==> config.mk <==
export PLATFORM = sky130hd
export DESIGN_NAME = dpsk_decode
export DESIGN_NICKNAME = d
export VERILOG_FILES = /design/src/rtl/dpsk_decode.sv
export SDC_FILE = /design/constraint.sdc
export NUM_CORES = 1
export LEC_CHECK = 0
export ABC_CLOCK_PERIOD_IN_PS = 16200
export BUFFER_PORTS_ARGS = -buffer_cell sky130_fd_sc_hd__buf_2
export CORE_AREA = 4 4 120 151
export DETAILED_ROUTE_END_ITERATION = 12
export DIE_AREA = 0 0 124 155
export PLACE_DENSITY_LB_ADDON = 0.25
export SETUP_SLACK_MARGIN = 0.3
export SKIP_LAST_GASP = 1
export SLEW_MARGIN = 20
export SYNTH_ARGS = -nofsm -noshare
export SYNTH_HDL_FRONTEND = slang
export SYNTH_SLANG_ARGS = --single-unit
==> constraint.sdc <==
create_clock -name clk -period 16.2 [get_ports clk]
set_input_delay 3.24 -clock clk [delete_from_list [all_inputs] [get_ports clk]]
set_output_delay 3.24 -clock clk [all_outputs]
set_load 0.01 [all_outputs]
==> src/rtl/dpsk_decode.sv <==
// Coherent DPSK demodulator: correlates received samples with the reference sine
// over each symbol, slices the sign for absolute phase and differentially decodes bits.
module dpsk_decode #(
   parameter int SPS    = 50,
   parameter int ACC_W  = 24,
   parameter int THRESH = 4096
) (
   input  logic       clk,
   input  logic       reset,
   input  logic       in_valid,
   input  logic [7:0] rx_sample,
   input  logic [7:0] ref_sin,
   input  logic       sym_sync,
   output logic       bit_out,
   output logic       bit_valid,
   output logic       phase_out,
   output logic       low_conf
);

   localparam int               CNT_W    = (SPS > 2) ? $clog2(SPS) : 1;
   localparam logic [CNT_W-1:0] LAST_IDX = CNT_W'(SPS - 1);
   localparam logic [CNT_W-1:0] CNT_ONE  = CNT_W'(32'd1);
   localparam logic [CNT_W-1:0] CNT_ZERO = {CNT_W{1'b0}};
   localparam logic [ACC_W-1:0] THRESH_V = ACC_W'(THRESH);

   typedef enum logic [0:0] {
      IDLE = 1'b0,
      RUN  = 1'b1
   } state_t;

   state_t state_q, state_d;

   logic [CNT_W-1:0]        cnt_q, cnt_d;
   logic signed [17:0]      prod_q, prod_d;
   logic                    first_q, first_d;
   logic                    last_q, last_d;
   logic                    v_q, v_d;
   logic signed [ACC_W-1:0] acc_q, acc_d;
   logic                    prev_phase_q, prev_phase_d;
   logic                    bit_out_q, bit_out_d;
   logic                    bit_valid_q, bit_valid_d;
   logic                    phase_q, phase_d;
   logic                    low_conf_q, low_conf_d;

   logic [CNT_W-1:0]        idx_s;
   logic signed [8:0]       rx_c_s;
   logic signed [8:0]       rf_c_s;
   logic signed [17:0]      prod_s;
   logic signed [ACC_W-1:0] sum_s;
   logic [ACC_W-1:0]        mag_s;

   // Magnitude of a two's-complement accumulator value, read as unsigned.
   function automatic logic [ACC_W-1:0] magnitude(input logic signed [ACC_W-1:0] v);
      logic [ACC_W-1:0] m;
      if (v[ACC_W-1]) begin
         m = ACC_W'(-v);
      end else begin
         m = ACC_W'(v);
      end
      return m;
   endfunction

   // State register: tracks whether a symbol sync has been seen since reset.
   always_ff @(posedge clk) begin
      if (reset) begin
         state_q <= IDLE;
      end else begin
         state_q <= state_d;
      end
   end

   // Next-state logic: any qualified sync enters or stays in RUN.
   always_comb begin
      state_d = state_q;
      if (in_valid && sym_sync) begin
         state_d = RUN;
      end else begin
         state_d = state_q;
      end
   end

   // FSM output: sample index of the current input; sync realigns in either state.
   always_comb begin
      idx_s = cnt_q;
      case (state_q)
         IDLE:    idx_s = sym_sync ? CNT_ZERO : cnt_q;
         RUN:     idx_s = sym_sync ? CNT_ZERO : cnt_q;
         default: idx_s = cnt_q;
      endcase
   end

   // Stage 1: centre both inputs, multiply, and tag symbol boundaries.
   always_comb begin
      rx_c_s  = $signed({1'b0, rx_sample} - 9'd128);
      rf_c_s  = $signed({1'b0, ref_sin} - 9'd128);
      prod_s  = rx_c_s * rf_c_s;
      cnt_d   = cnt_q;
      prod_d  = prod_q;
      first_d = first_q;
      last_d  = last_q;
      v_d     = 1'b0;
      if (in_valid) begin
         prod_d  = prod_s;
         first_d = (idx_s == CNT_ZERO);
         // A sync on the would-be last sample already forced idx_s to 0.
         last_d  = (idx_s == LAST_IDX) && !sym_sync;
         v_d     = 1'b1;
         cnt_d   = (idx_s == LAST_IDX) ? CNT_ZERO : (idx_s + CNT_ONE);
      end else begin
         v_d     = 1'b0;
      end
   end

   // Stage 2: integrate, and on the last sample slice phase and decode the bit.
   always_comb begin
      sum_s        = (first_q ? {ACC_W{1'b0}} : acc_q)
                     + {{(ACC_W-18){prod_q[17]}}, prod_q};
      mag_s        = magnitude(sum_s);
      acc_d        = acc_q;
      prev_phase_d = prev_phase_q;
      bit_out_d    = bit_out_q;
      phase_d      = phase_q;
      low_conf_d   = low_conf_q;
      bit_valid_d  = 1'b0;
      if (v_q) begin
         acc_d = sum_s;
         if (last_q) begin
            phase_d      = sum_s[ACC_W-1];
            bit_out_d    = sum_s[ACC_W-1] ^ prev_phase_q;
            low_conf_d   = (mag_s < THRESH_V);
            prev_phase_d = sum_s[ACC_W-1];
            bit_valid_d  = 1'b1;
         end else begin
            bit_valid_d  = 1'b0;
         end
      end else begin
         acc_d = acc_q;
      end
   end

   // Datapath registers, all cleared by reset.
   always_ff @(posedge clk) begin
      if (reset) begin
         cnt_q        <= CNT_ZERO;
         prod_q       <= 18'sd0;
         first_q      <= 1'b0;
         last_q       <= 1'b0;
         v_q          <= 1'b0;
         acc_q        <= {ACC_W{1'b0}};
         prev_phase_q <= 1'b0;
         bit_out_q    <= 1'b0;
         bit_valid_q  <= 1'b0;
         phase_q      <= 1'b0;
         low_conf_q   <= 1'b0;
      end else begin
         cnt_q        <= cnt_d;
         prod_q       <= prod_d;
         first_q      <= first_d;
         last_q       <= last_d;
         v_q          <= v_d;
         acc_q        <= acc_d;
         prev_phase_q <= prev_phase_d;
         bit_out_q    <= bit_out_d;
         bit_valid_q  <= bit_valid_d;
         phase_q      <= phase_d;
         low_conf_q   <= low_conf_d;
      end
   end

   assign bit_out   = bit_out_q;
   assign bit_valid = bit_valid_q;
   assign phase_out = phase_q;
   assign low_conf  = low_conf_q;

endmodule
### Word-level counts from Yosys, hierarchy flattened

Cells that the tools add are included.

* flip-flop bits (word level): 55
* logic and storage cells: 31

* add/subtract/negate cells: 5
* multipliers: 1
* $lt $le $gt $ge: 1
* equality and inequality tests: 1
* mux-type cells: 6
* bitwise gates (word level): 2
* reductions and logical operators: 5

Operators with widths (number)
* $mux W24: 2
* $add A24 B24 Y24: 1
* $lt A24 B13 Y1 const B: 1
* $neg A24 Y24: 1
* $mul A9 B9 Y18: 1
* $sub A8 B8 Y9 const B: 2
* $mux W6: 2
* $add A6 B1 Y6 const B: 1
* $eq A6 B6 Y1 const B: 1
* $logic_not A6 Y1: 1
* $mux W1: 2
* $reduce_and A2 Y1: 1
* $reduce_or A2 Y1: 1
* $logic_and A1 B1 Y1: 1
* $logic_not A1 Y1: 1
* $not A1 Y1: 1
* $xor A1 B1 Y1: 1

### Logic depth before layout (Yosys ltp)

Gate-level depths: netlist of run 1.

* word-level depth: 5
* gate-level depth with buffers: 22
* depth with buffers taken out: 22

### Worst setup path after synthesis of run 1

OpenSTA, ideal clock, no wires.

* path kind: input to register
* start: in ref_sin[7]
* end: reg prod_q[17]
* data arrival time: 8062 ps
* path slack: 8019 ps
* stages on the path: 19
* buffers on the path: 1
* cells stage by stage: clkbuf_1 nand2b_1 fa_1 fa_1 inv_1 fa_1 fa_1 inv_1 fa_1 inv_1 ha_1 a21oi_1 o21bai_1 a21oi_1 nor2b_1 o21a_1 o31a_1 o41a_1 a211o_1

* word-level cells in the longest chain between the ends: 2

Ends and longest elaborated chain
* start: declaration: RTL line 12 `input logic [7:0] ref_sin,`
* $sub A8 B8 Y9: RTL line 95 `rf_c_s = $signed({1'b0, ref_sin} - 9'd128);`
* $mul A9 B9 Y18: RTL line 96 `prod_s = rx_c_s * rf_c_s;`
* end signal: assignment: RTL line 157 `prod_q <= prod_d;`
* end: declaration: RTL line 34 `logic signed [17:0] prod_q, prod_d;`

No other way between the ends.
A chain may end at the register's enable or synchronous reset.

### Final worst setup path of run 1

Same ends and word-level chain as after synthesis.

==> metrics, run 1 <==
outcome completed; Max FO, Critical Path 17; synth unique cells 72; first-pass GRT wire length 22.85 mm; max reg flops 24; Tmin final 8284 ps; Max Clk Rate 120.7 MHz; Hold Crit Class reg -> reg; Chip Width between 100 and 150 um; RSZ-0062 raised after global routing false; post-synth top area share 20.65%; vias in the first global route 4995; most common flop cell mapped by yosys dfxtp_1; Setup CP Type in -> reg; synthesis-to-finish area growth 6.812%; Final #Nets 922; io pins 24; WL/cell 13.14 um; Die Y approximately 160 um; Max-Cap Viols 0; required time of the critical path 16390 ps; # diodes 0; EDFF count, synth 0; Setup Buffers After CTS 0; core box area 16640 um^2; Max H-tree Level 2; drc violations 0; r2r setup slk 12540 ps; initial cell density of the core about 40%; initial antenna violation count 0; Max VDD drop 0.06502 mV; hold slack 464.4 ps; Startpoint Class primary input; synthesized area around 6600 um^2; remaining antenna violation count after routing 0; register area share after synthesis 16.70%; layout cells sized above 1 about 8.2%; Worst-Margin Slew approximately 650 ps; GRT Total Usage 14.27%; Worst Clk Skew 8.633 ps; Detail Placement HPWL 10.44 mm; total gr overflow 0; largest family of logic cells by synthesized area adder cells; largest reg by FF count acc_q; ys async rst share 0%; first-pass detailed-route iteration total 4; hold_sp cnt_q[1]; largest cells by area after synthesis fa_1 (21%), dfxtp_1 (17%), ha_1 (12%), inv_1 (5.9%), mux2i_1 (5.0%); clk sinks 55; compound-gate portion of the synthesized area 13.76%; clk_lat worst skew 300 ps; post-DR vias/cell 4.963; sequential cell area 1101 um^2; # rows 53; gp weighted congestion 0.7949; synthesized flop and latch total 55; xor/xnor cell area share of the yosys netlist roughly 4.6%; CP Capture Type register; drt total wl 13.03 mm; area of the multi-input gates 4964 um^2; Port Buffers 23; Post-CTS Hold Fix Bufs 0; hold path cells 2; setup TNS 0 ps; number of fill cells in the layout 1645; Mean Syn Cell Area 8.631 um^2; reg2reg path depth 15; Pwr Density 134.0 nW/um^2; vias 4923; Iter 0 DRT Violations 179; Post-Synth Simple-Gate Area between 10% and 20%; crit path DAT 8470 ps; Setup violations, final 0; post-cts sizing count 0; CTS tree yes; Hold EP cnt_q[1]; clk buf depth 2; non-filler cells, final approximately 1000; largest net degree at the start of global routing 56; cell taking the most area after synthesis fa_1; worst reg2reg path startpoint first_q; Die ar. 19220 um^2; Final Slew Violations 0; Hold Vio Cnt, Final 0; Reg clk slew, reported paths 70 ps; Synth Area in Adders 32.60%; placed cells 984; r2r endpoint low_conf; crit share post-route between 50% and 60%; Cells after Synth 764; Largest regs acc_q (24), prod_q (18), cnt_q (6); static leakage 3.300 nW; Syn Nets 915; Worst slew margin 56.97%; CP Launch Point ref_sin[7]; clk root buf clkbuf_16; mux cell area share after synthesis 5.009%; CTS Buf Count 5; Yosys warnings 0
-- layout by cell type, fill, tap and decap left out, drive strengths merged, types with 4 or more instances in the layout --
master / instances
a2111oi: 4
a211oi: 6
a21o: 8
a21oi: 47
and2: 23
and3: 6
buf: 26
clkbuf: 5
dfxtp: 55
fa: 68
ha: 63
inv: 105
mux2i: 33
nand2: 56
nand2b: 11
nand3: 10
nand4: 4
nor2: 74
nor2b: 37
nor3: 6
o211ai: 5
o21ai: 20
o21bai: 7
or2: 6
xnor2: 23
xor2: 11
-- worst max path at each step --
| stage | end | slack, ps | depth (start not counted) |
|---|---|---|---|
| 2_1_floorplan | prod_q[17] | 8020 | 19 |
| 3_3_place_gp | prod_q[17] | 7630 | 19 |
| 3_5_place_dp | prod_q[17] | 7580 | 19 |
| 4_1_cts | prod_q[17] | 7900 | 19 |
| 5_1_grt | prod_q[16] | 7600 | 20 |
| 6_report | prod_q[17] | 7920 | 19 |
-- metal layers --
| layer | global-route usage (%) | share of wire [%] | up-vias | wire (um) |
|---|---|---|---|---|
| li1 | - | - | 2530 | - |
| met1 | 18.24 | 45 | 2333 | 5922 |
| met2 | 25.65 | 51 | 46 | 6685 |
| met3 | 0.8727 | 1.4 | 14 | 188 |
| met4 | 4.175 | 1.8 | 0 | 235 |
| met5 | 0 | 0 | - | 0 |
-- synthesized netlist by cell type, types with 5 or more instances --
cell,instances
xnor2_1,22
nor3_1,6
o21ai_0,17
nand2_1,56
nand2b_1,11
mux2i_1,33
nand3_1,9
and2_1,23
buf_2,5
o21bai_1,7
xor2_1,11
a21o_1,8
nor2_1,74
inv_1,104
fa_1,68
or2_2,6
nor2b_1,37
and3_1,5
dfxtp_1,55
clkbuf_1,15
a21oi_1,45
ha_1,63
-- where the power goes --
group          internal, W  switching [W]
clock network    0.0000736      0.0000534
logic             0.000303       0.000348
registers         0.000154      0.0000117
-- critical path, cell delays in order --
cell and delay, ps:
buf_2 190, or2_2 340, fa_1 510, fa_1 540, inv_1 50, fa_1 500
fa_1 540, inv_1 50, fa_1 490, inv_1 40, ha_1 320, a21oi_1 230
o21bai_1 90, a21oi_1 220, nor2b_1 80, o21a_1 180, o31a_1 260, o41a_1 330
a211o_1 260
-- logic make-up after synthesis --
| kind of cell | count (synthesis) |
|---|---|
| AOI/OAI and AO/OA | 129 |
| xor gates and xnor gates | 34 |
| adders and majority gates | 131 |
| buffers and inverters | 131 |
| DFF | 55 |
| muxes | 33 |
| and+or+nand+nor | 251 |
-- through the flow --
step                      instance area (um^2)  utilization [%]  setup slack [ps]  total power (W)
final                                     7043            42.31              7916        0.0009434
after global routing                      7043            42.31              7603         0.001065
after CTS                                 7043            42.31              7899        0.0009601
after detailed placement                  6872            41.28              7580        0.0008229
after global placement                    6872            41.28              7626        0.0008228
after floorplan                           6594                -              8019        0.0007207
-- area by class of cell --
cell class | count | share of cell area [%]
tap | 220 | 3.908
multi-input combinational | 578 | 70.47
sequential | 55 | 15.63
timing repair buffer | 26 | 1.954
clock inverter | 3 | 0.6573
clock buffer | 5 | 1.777
inverter | 105 | 5.596
No activity file was read; power rests on OpenSTA's default activity.
==> run 2: changes to the inputs <==
--- a/config.mk
+++ b/config.mk
@@ -5,7 +5,7 @@
 export SDC_FILE = /design/constraint.sdc
 export NUM_CORES = 1
 export LEC_CHECK = 0
-export ABC_CLOCK_PERIOD_IN_PS = 16200
+export ABC_CLOCK_PERIOD_IN_PS = 7600
 export BUFFER_PORTS_ARGS = -buffer_cell sky130_fd_sc_hd__buf_2
 export CORE_AREA = 4 4 120 151
 export DETAILED_ROUTE_END_ITERATION = 12
==> constraint.sdc (replaced) <==
create_clock -name clk -period 7.6 [get_ports clk]
set_input_delay 1.52 -clock clk [delete_from_list [all_inputs] [get_ports clk]]
set_output_delay 1.52 -clock clk [all_outputs]
set_load 0.01 [all_outputs]
==> run 2 against run 1 <==
Effect of this change:
- final area stayed put
- hold slack worse by 0.79 ps
- sequential share of layout area stayed put
- non-clock buffer count stayed put
- clock power is 110% higher
- sequential power is 110% higher
==> metrics, run 2 (synthesized netlist as in run 1, its figures left out) <==
worst reg2reg path startpoint first_q; Max FO, Critical Path 17 (unchanged); vias in the first global route 5056 (+1.2%); Final #Nets 922 (unchanged); reg2reg path depth 15 (unchanged); clk sinks 55 (unchanged); Post-CTS Hold Fix Bufs 0 (unchanged); setup TNS 0 ps (unchanged); Worst slew margin 56.95% (about the same); crit share post-route between 80 and 90%; switching power 0.0008897 W (+120%); first-pass GRT wire length 23.38 mm (+2.3%); crit path DAT 6810 ps (-1660 ps); outcome completed; drt total wl 13.11 mm (+0.61%); Hold Vio Cnt, Final 0 (unchanged); first-pass detailed-route iteration total 4 (unchanged); drc violations 0 (unchanged); crit-path most repeated cell fa_1; Hold Crit Class reg -> reg; r2r endpoint low_conf; required time of the critical path 7830 ps (-8560 ps); # rows 53 (unchanged); CP Capture Type register; Reg clk slew, reported paths 70 ps (about the same); post-DR vias/cell 5.021 (+1.2%); clk root buf clkbuf_16; Seq pwr share 17.5% (about the same); largest reg by FF count acc_q; clock power share 13.5% (about the same); CTS Buf Count 5 (unchanged); Max-Cap Viols 0 (unchanged); CTS tree yes; Port Buffers 23 (unchanged); initial cell density of the core 39.62% (unchanged); Setup CP Type in -> reg; critical-path cell list buf_2, or2_2, fa_1, fa_1, inv_1, fa_1, fa_1, inv_1, fa_1, inv_1, ha_1, inv_1, o21bai_1, a21oi_1, o21bai_1, a211o_1, a2111oi_0, nor3_1, nand3b_1, a21oi_1; io pins 24 (unchanged); Die Y 155 um (unchanged); switching share of power 43.99% (+0.24 points); Max VDD drop 0.1367 mV (+110%); max reg flops 24 (unchanged); Iter 0 DRT Violations 124 (-31%); remaining antenna violation count after routing 0 (unchanged); crit path capture prod_q[16]; Chip Width 124 um (unchanged); Largest regs acc_q (24), prod_q (18), cnt_q (6); Worst-Margin Slew 645.8 ps (+0.3225 ps); Comb pwr share 69.0% (about the same); Setup Buffers After CTS 0 (unchanged); Startpoint Class primary input; Max H-tree Level 2 (unchanged); Final Slew Violations 0 (unchanged); Worst Clk Skew 8.352 ps (-0.2807 ps); CP Launch Point ref_sin[7]; Setup violations, final 0 (unchanged); r2r setup slk 3960 ps (-8580 ps); GRT Total Usage 14.56% (+0.29 points); synthesis-to-finish area growth 6.812% (unchanged); Max Clk Rate 152.0 MHz; # diodes 0 (unchanged); core box area 16640 um^2 (unchanged); layout cells sized above 1 8.161% (unchanged); Die ar. 19220 um^2 (unchanged); vias 4981 (+1.2%); largest stage delay on the critical path 550 ps (about the same); Tmin final 6579 ps; clk buf depth 2 (unchanged); WL/cell 13.22 um (+0.61%); RSZ-0062 raised after global routing false; Cell Int Power 0.001133 W (+110%); clk_lat worst skew 300 ps (about the same); initial antenna violation count 0 (unchanged); crit path max-delay cell type fa_1; number of fill cells in the layout 1660 (+0.91%); commonest non-fill, non-tap cell in the layout inv_1; fin util 42.31% (unchanged); Detail Placement HPWL 10.49 mm (+0.51%); post-cts sizing count 0 (unchanged); most frequent cells in the layout inv_1 (104), nor2_1 (74), fa_1 (68), ha_1 (63), nand2_1 (56); total gr overflow 0 (unchanged); Pwr Density 287.2 nW/um^2 (+110%); gp weighted congestion 0.7944 (about the same); static leakage 3.300 nW (unchanged); largest net degree at the start of global routing 56 (unchanged)
[run 2: cell counts in the layout (fill, tap and decap cells not counted)]
No cell type changed its count.
[run 2: power groups by stage]
stage	Clock, W	Sequential, W	Combinational (W)
floorplan	0	0.000351	0.00119
global placement	0	0.000360	0.00139
detailed placement	0	0.000360	0.00140
CTS	0.000282	0.000354	0.00142
global route	0.000290	0.000358	0.00163
finish	0.000273	0.000354	0.00140
[run 2: metal layers]
| metal | routed length [um] | up-vias | part of all wire [%] | track usage, % |
|---|---|---|---|---|
| li1 | - | 2537 | - | - |
| met1 | 5826 | 2378 | 44 | 18.65 |
| met2 | 6825 | 51 | 52 | 26.14 |
| met3 | 212 | 15 | 1.6 | 1.018 |
| met4 | 245 | 0 | 1.9 | 4.019 |
| met5 | 0 | - | 0 | 0 |
[run 2: final cells by class]
cell class	instances	area [um^2]	share of cell area, %
Tap cell	220	275.3	3.908
Timing Repair Buffer	26	137.6	1.954
Clock inverter	3	46.29	0.6573
Sequential cell	55	1101	15.63
Multi-Input combinational cell	578	4964	70.47
Inverter	105	394.1	5.596
Clock buffer	5	125.1	1.777
[run 2: worst min-delay path by stage]
stage	to	slack, ps	cells past startpoint	from
finish	cnt_q[1]	460	2	cnt_q[1]
global route	cnt_q[1]	490	2	cnt_q[1]
CTS	cnt_q[1]	470	2	cnt_q[1]
detailed placement	cnt_q[1]	450	2	cnt_q[1]
global placement	first_q	450	2	first_q
floorplan	cnt_q[1]	440	2	cnt_q[1]
[run 2: metrics by stage]
step,cell area [um^2],power [W],instances,setup slack (ps),hold WS (ps)
4_1_cts,7043,0.002058,992,1006,465.0
2_1_floorplan,6594,0.001536,764,1139,436.5
3_5_place_dp,6872,0.001763,984,696.8,452.9
5_1_grt,7043,0.002279,992,581.9,491.3
6_report,7043,0.002023,992,1021,463.6
3_3_place_gp,6872,0.001753,984,745.5,452.1
[run 2: critical path: cells and delay by family]
family	cells	cell delay (ps)
and+or+nand+nor	3	610
AOI/OAI and AO/OA	6	1370
adders and majority gates	6	2910
buffers and inverters	5	390
